**config.mk**
```make
export PLATFORM = sky130hd
export DESIGN_NAME = gpio_reg_arb
export DESIGN_NICKNAME = d
export VERILOG_FILES = /design/src/rtl/gpio_reg_arb.sv
export SDC_FILE = /design/constraint.sdc
export NUM_CORES = 1
export LEC_CHECK = 0
export BUFFER_PORTS_ARGS = -buffer_cell sky130_fd_sc_hd__buf_2
export CORE_AREA = 2 2 88 90
export DETAILED_ROUTE_END_ITERATION = 8
export DIE_AREA = 0 0 90 92
export SLEW_MARGIN = 30
export SYNTH_ARGS = -nofsm -noshare
export SYNTH_HDL_FRONTEND = slang
export SYNTH_SLANG_ARGS = --single-unit
```
**constraint.sdc**
```tcl
create_clock -name mclk -period 4 [get_ports mclk]
set_input_delay 0.4 -clock mclk [delete_from_list [all_inputs] [get_ports mclk]]
set_output_delay 0.4 -clock mclk [all_outputs]
set_load 0.05 [all_outputs]
```
**src/rtl/gpio_reg_arb.sv**
```systemverilog
// Two-master round-robin arbiter in front of a single GPIO register bus,
// with a per-transfer wait timeout that answers the master with all-ones.
module gpio_reg_arb #(
  parameter logic [7:0] TMO_CYC = 8'd255
) (
  input  logic        mclk,
  input  logic        h_reset_n,

  input  logic        m0_reg_cs,
  input  logic        m0_reg_wr,
  input  logic [3:0]  m0_reg_addr,
  input  logic [31:0] m0_reg_wdata,
  input  logic [3:0]  m0_reg_be,
  output logic [31:0] m0_reg_rdata,
  output logic        m0_reg_ack,

  input  logic        m1_reg_cs,
  input  logic        m1_reg_wr,
  input  logic [3:0]  m1_reg_addr,
  input  logic [31:0] m1_reg_wdata,
  input  logic [3:0]  m1_reg_be,
  output logic [31:0] m1_reg_rdata,
  output logic        m1_reg_ack,

  output logic        s_reg_cs,
  output logic        s_reg_wr,
  output logic [3:0]  s_reg_addr,
  output logic [31:0] s_reg_wdata,
  output logic [3:0]  s_reg_be,
  input  logic [31:0] s_reg_rdata,
  input  logic        s_reg_ack,

  output logic        tmo_err
);

  typedef enum logic [1:0] {
    IDLE = 2'd0,
    GNT0 = 2'd1,
    GNT1 = 2'd2
  } state_t;

  state_t      state, state_nxt;
  logic        last_gnt, last_gnt_nxt;
  logic [7:0]  wait_cnt, wait_cnt_nxt;

  logic        cur;
  logic        sel_cs;
  logic        timeout;
  logic        resp_ack;
  logic [31:0] resp_rdata;

  always_ff @(posedge mclk or negedge h_reset_n) begin
    if (!h_reset_n) begin
      state    <= IDLE;
      last_gnt <= 1'b1;
      wait_cnt <= '0;
    end else begin
      state    <= state_nxt;
      last_gnt <= last_gnt_nxt;
      wait_cnt <= wait_cnt_nxt;
    end
  end

  always_comb begin
    state_nxt    = state;
    last_gnt_nxt = last_gnt;
    wait_cnt_nxt = wait_cnt;
    cur          = 1'b0;
    sel_cs       = 1'b0;
    timeout      = 1'b0;
    resp_ack     = 1'b0;
    resp_rdata   = '0;
    s_reg_cs     = 1'b0;
    s_reg_wr     = 1'b0;
    s_reg_addr   = '0;
    s_reg_wdata  = '0;
    s_reg_be     = '0;
    tmo_err      = 1'b0;
    m0_reg_ack   = 1'b0;
    m0_reg_rdata = '0;
    m1_reg_ack   = 1'b0;
    m1_reg_rdata = '0;

    case (state)
      IDLE: begin
        wait_cnt_nxt = '0;
        if (m0_reg_cs && m1_reg_cs)
          state_nxt = last_gnt ? GNT0 : GNT1;
        else if (m0_reg_cs)
          state_nxt = GNT0;
        else if (m1_reg_cs)
          state_nxt = GNT1;
      end

      GNT0, GNT1: begin
        cur         = (state == GNT1);
        sel_cs      = cur ? m1_reg_cs    : m0_reg_cs;
        s_reg_wr    = cur ? m1_reg_wr    : m0_reg_wr;
        s_reg_addr  = cur ? m1_reg_addr  : m0_reg_addr;
        s_reg_wdata = cur ? m1_reg_wdata : m0_reg_wdata;
        s_reg_be    = cur ? m1_reg_be    : m0_reg_be;

        // A real ack in the limit cycle wins over the timeout.
        timeout    = sel_cs && !s_reg_ack && (wait_cnt == TMO_CYC);
        s_reg_cs   = sel_cs && !timeout;
        resp_ack   = s_reg_ack || timeout;
        resp_rdata = timeout ? '1 : s_reg_rdata;
        tmo_err    = timeout;

        if (resp_ack) begin
          state_nxt    = IDLE;
          last_gnt_nxt = cur;
        end else if (!sel_cs) begin
          state_nxt = IDLE;
        end else if (wait_cnt != TMO_CYC) begin
          wait_cnt_nxt = wait_cnt + 8'd1;
        end

        if (cur) begin
          m1_reg_ack   = resp_ack;
          m1_reg_rdata = resp_rdata;
        end else begin
          m0_reg_ack   = resp_ack;
          m0_reg_rdata = resp_rdata;
        end
      end

      default: state_nxt = IDLE;
    endcase
  end

endmodule

```
==> key figures <==
STA
  – Final setup fails: 0
  – Setup TNS: 0 ns
  – Slew Limit Fails: 0
  – Fmax: 369 MHz
  – Worst setup margin: 1.29 ns
  – RSZ-0062 raised after global routing: no
  – Min cycle time layout: 2.71 ns
  – Relative slew slack: 59.6%
  – WHS: 0.0180 ns
  – Worst Tran Pin Value: 0.605 ns
  – Layout Skew: 0.00593 ns
  – Period utilization: 67.8%
  – Final hold vios: 0

Layout
  – Most frequent cells in the layout: buf_2, nor2_1, nor2b_1, mux2i_1, dfrtp_1
  – Share of post-route cells with drive strength above 1: 49.8%
  – Filler cells: 820
  – P&R area growth vs syn: 71.6%
  – Design area: 3030 um^2
  – # diodes: 0
  – Nets: 605
  – Most common cell after layout, fill and taps aside: buf_2
  – Post-route insts no fill: 584
  – Util after Layout: 40.7%

Synth
  – Synth Net Count: 389
  – Mapped Cells: 267
  – Unique masters post-synth: 31
  – Async set-reset flop share out of synthesis: 100%
  – Synth Register Bits: 11
  – EDFF count, synth: 0
  – Warnings from Yosys: 0
  – Most common flop cell mapped by yosys: dfrtp_1
  – Cell area after synthesis: 1770 um^2
  – Syn avg cell area: 6.62 um^2
  – Register area share after synthesis: 15.6%

Detailed routing
  – Vias per Instance: 4.46
  – DRC Markers: 0
  – Antenna Nets Post-Route: 0
  – Final wirelength: 6.95 mm
  – Pre-antenna DRT Iters: 6
  – DR iter-0 viols: 46
  – Wire per inst: 11.9 um
  – Routed vias: 2,602

Clocking
  – PostCTS Resize Cnt: 0
  – CTS tree: yes
  – Clock sinks: 11
  – Clock latency on the worst-skew pair: 0.24 ns
  – Clock Path Buffers: 2
  – CTS root buf: clkbuf_8
  – TritonCTS Buffers: 3
  – Clock slew at reported path FFs: 0.06 ns
  – H-Tree Depth: 1
  – # Post-CTS Setup Buffers: 0
  – Hold Buf Count CTS: 0

Global routing
  – Largest net degree at the start of global routing: 49
  – Global Route Usage Sum: 15.5%
  – Vias in the first global route: 2,423
  – Initial antenna violation count: 0
  – Grt total ovfl: 0
  – Global-route wire length before repair: 11.0 mm

Setup path
  – Critical path type: reg2out
  – CP Launch Type: flop
  – Crit. End Element: output port
  – Critical Path RT: 3.60 ns
  – Crit path max fanout: 35
  – Worst EP arrival: 2.31 ns

Floorplan
  – # rows: 32
  – Die Y: 92 um
  – I/O Pins: 228
  – Die ar.: 8280 um^2
  – Initial Utilization: 23.7%
  – DIE WIDTH: 90 um
  – Core area: 7450 um^2

Placement
  – Placed Instance Area: 2990 um^2
  – Gpl congestion: 0.815
  – Dpl hpwl: 5.52 mm
  – Placed Cells: 580
  – # port buffers: 227
  – Placement Setup Slack: 1.26 ns

Pwr
  – Pwr Density: 996 nW/um^2
  – Peak supply drop: 388 uV
  – Total Power: 3.02 mW
  – Leakage power: 1.76 nW

Worst hold path
  – Hold crit path type: in2async

Job
  – Max_cap viols: 0

Run status
  – Outcome: complete, no violations
-- critical path: stages (launching register included) --
cell and delay, ns:
dfrtp_1 0.35, inv_1 0.09, ha_2 0.31, mux2_2 0.40, nor4b_4 0.14, buf_4 0.24
nor2_1 0.24, nor2_1 0.06, buf_2 0.23
-- path summary, 6_finish.rpt --
path                       startpoint          end  slack, ns  cells after the start
min reg2reg                  last_gnt     last_gnt       0.50                      1
min in group mclk           m0_reg_cs     state[0]       0.48                      3
max                          state[0]   m1_reg_ack       1.29                      8
max reg2reg                  state[1]  wait_cnt[7]       1.68                      8
max in group asynchronous   h_reset_n     last_gnt       3.72                      1
min                         h_reset_n     state[0]       0.02                      1
-- cell usage after synthesis, types with 2 or more instances --
| library cell | n | share of area, % |
|---|---|---|
| buf_1 | 5 | 1.1 |
| o31ai_1 | 3 | 1.3 |
| inv_1 | 6 | 1.3 |
| o211ai_1 | 5 | 2.1 |
| a21boi_0 | 2 | 0.85 |
| nor2b_1 | 42 | 15 |
| nand2b_1 | 2 | 0.71 |
| nor2_1 | 100 | 21 |
| ha_1 | 3 | 2.1 |
| nand3_1 | 6 | 1.7 |
| buf_2 | 5 | 1.4 |
| o21ai_0 | 6 | 1.7 |
| nand4_1 | 2 | 0.71 |
| mux2i_1 | 41 | 23 |
| nand2_1 | 4 | 0.85 |
| dfrtp_1 | 10 | 14 |
| clkbuf_1 | 11 | 2.3 |
-- logic make-up (layout without fill, tap and decap cells) --
logic type / after synthesis / count (layout) / synth area share [%]
buffers and inverters: 27 / 242 / 6.09
multiplexers: 42 / 42 / 23.8
AND/OR/NAND/NOR: 163 / 163 / 44.0
flip-flops: 11 / 11 / 15.6
AO/OA/AOI/OAI: 20 / 20 / 7.78
adder cells (fa/ha/maj): 3 / 3 / 2.12
XOR/XNOR: 1 / 1 / 0.495
-- state kept, by name (all words and copies together), names as in the netlist --
| name | count |
|---|---|
| last_gnt | 1 |
| wait_cnt | 8 |
| state | 2 |
-- power breakdown --
| part | leakage (nW) | total (mW) | switching [mW] | internal [mW] |
|---|---|---|---|---|
| Clock | 0.0228 | 0.115 | 0.0452 | 0.0702 |
| Combinational | 1.59 | 2.76 | 2.10 | 0.662 |
| Sequential | 0.147 | 0.148 | 0.0148 | 0.133 |
| Total | 1.76 | 3.02 | 2.16 | 0.865 |
-- final cells by class --
| class | instances | area [um^2] | area share, % |
|---|---|---|---|
| sequential | 11 | 277 | 9.11 |
| inverter | 6 | 22.5 | 0.742 |
| multi-input combinational | 229 | 1390 | 45.8 |
| tap | 102 | 128 | 4.21 |
| timing repair buffer | 232 | 1170 | 38.7 |
| clock buffer | 4 | 45.0 | 1.48 |
-- metal layers --
| metal | share of wire [%] | wire (um) | up-vias | GRT usage (%) |
|---|---|---|---|---|
| met3 | 8.9 | 620 | 6 | 2.22 |
| met5 | 0 | 0 | - | 0 |
| met2 | 48 | 3330 | 146 | 29.1 |
| li1 | - | - | 1309 | - |
| met4 | 0.88 | 61 | 0 | 3.21 |
| met1 | 42 | 2940 | 1141 | 18.6 |
Power figures use the tool's default switching activity.
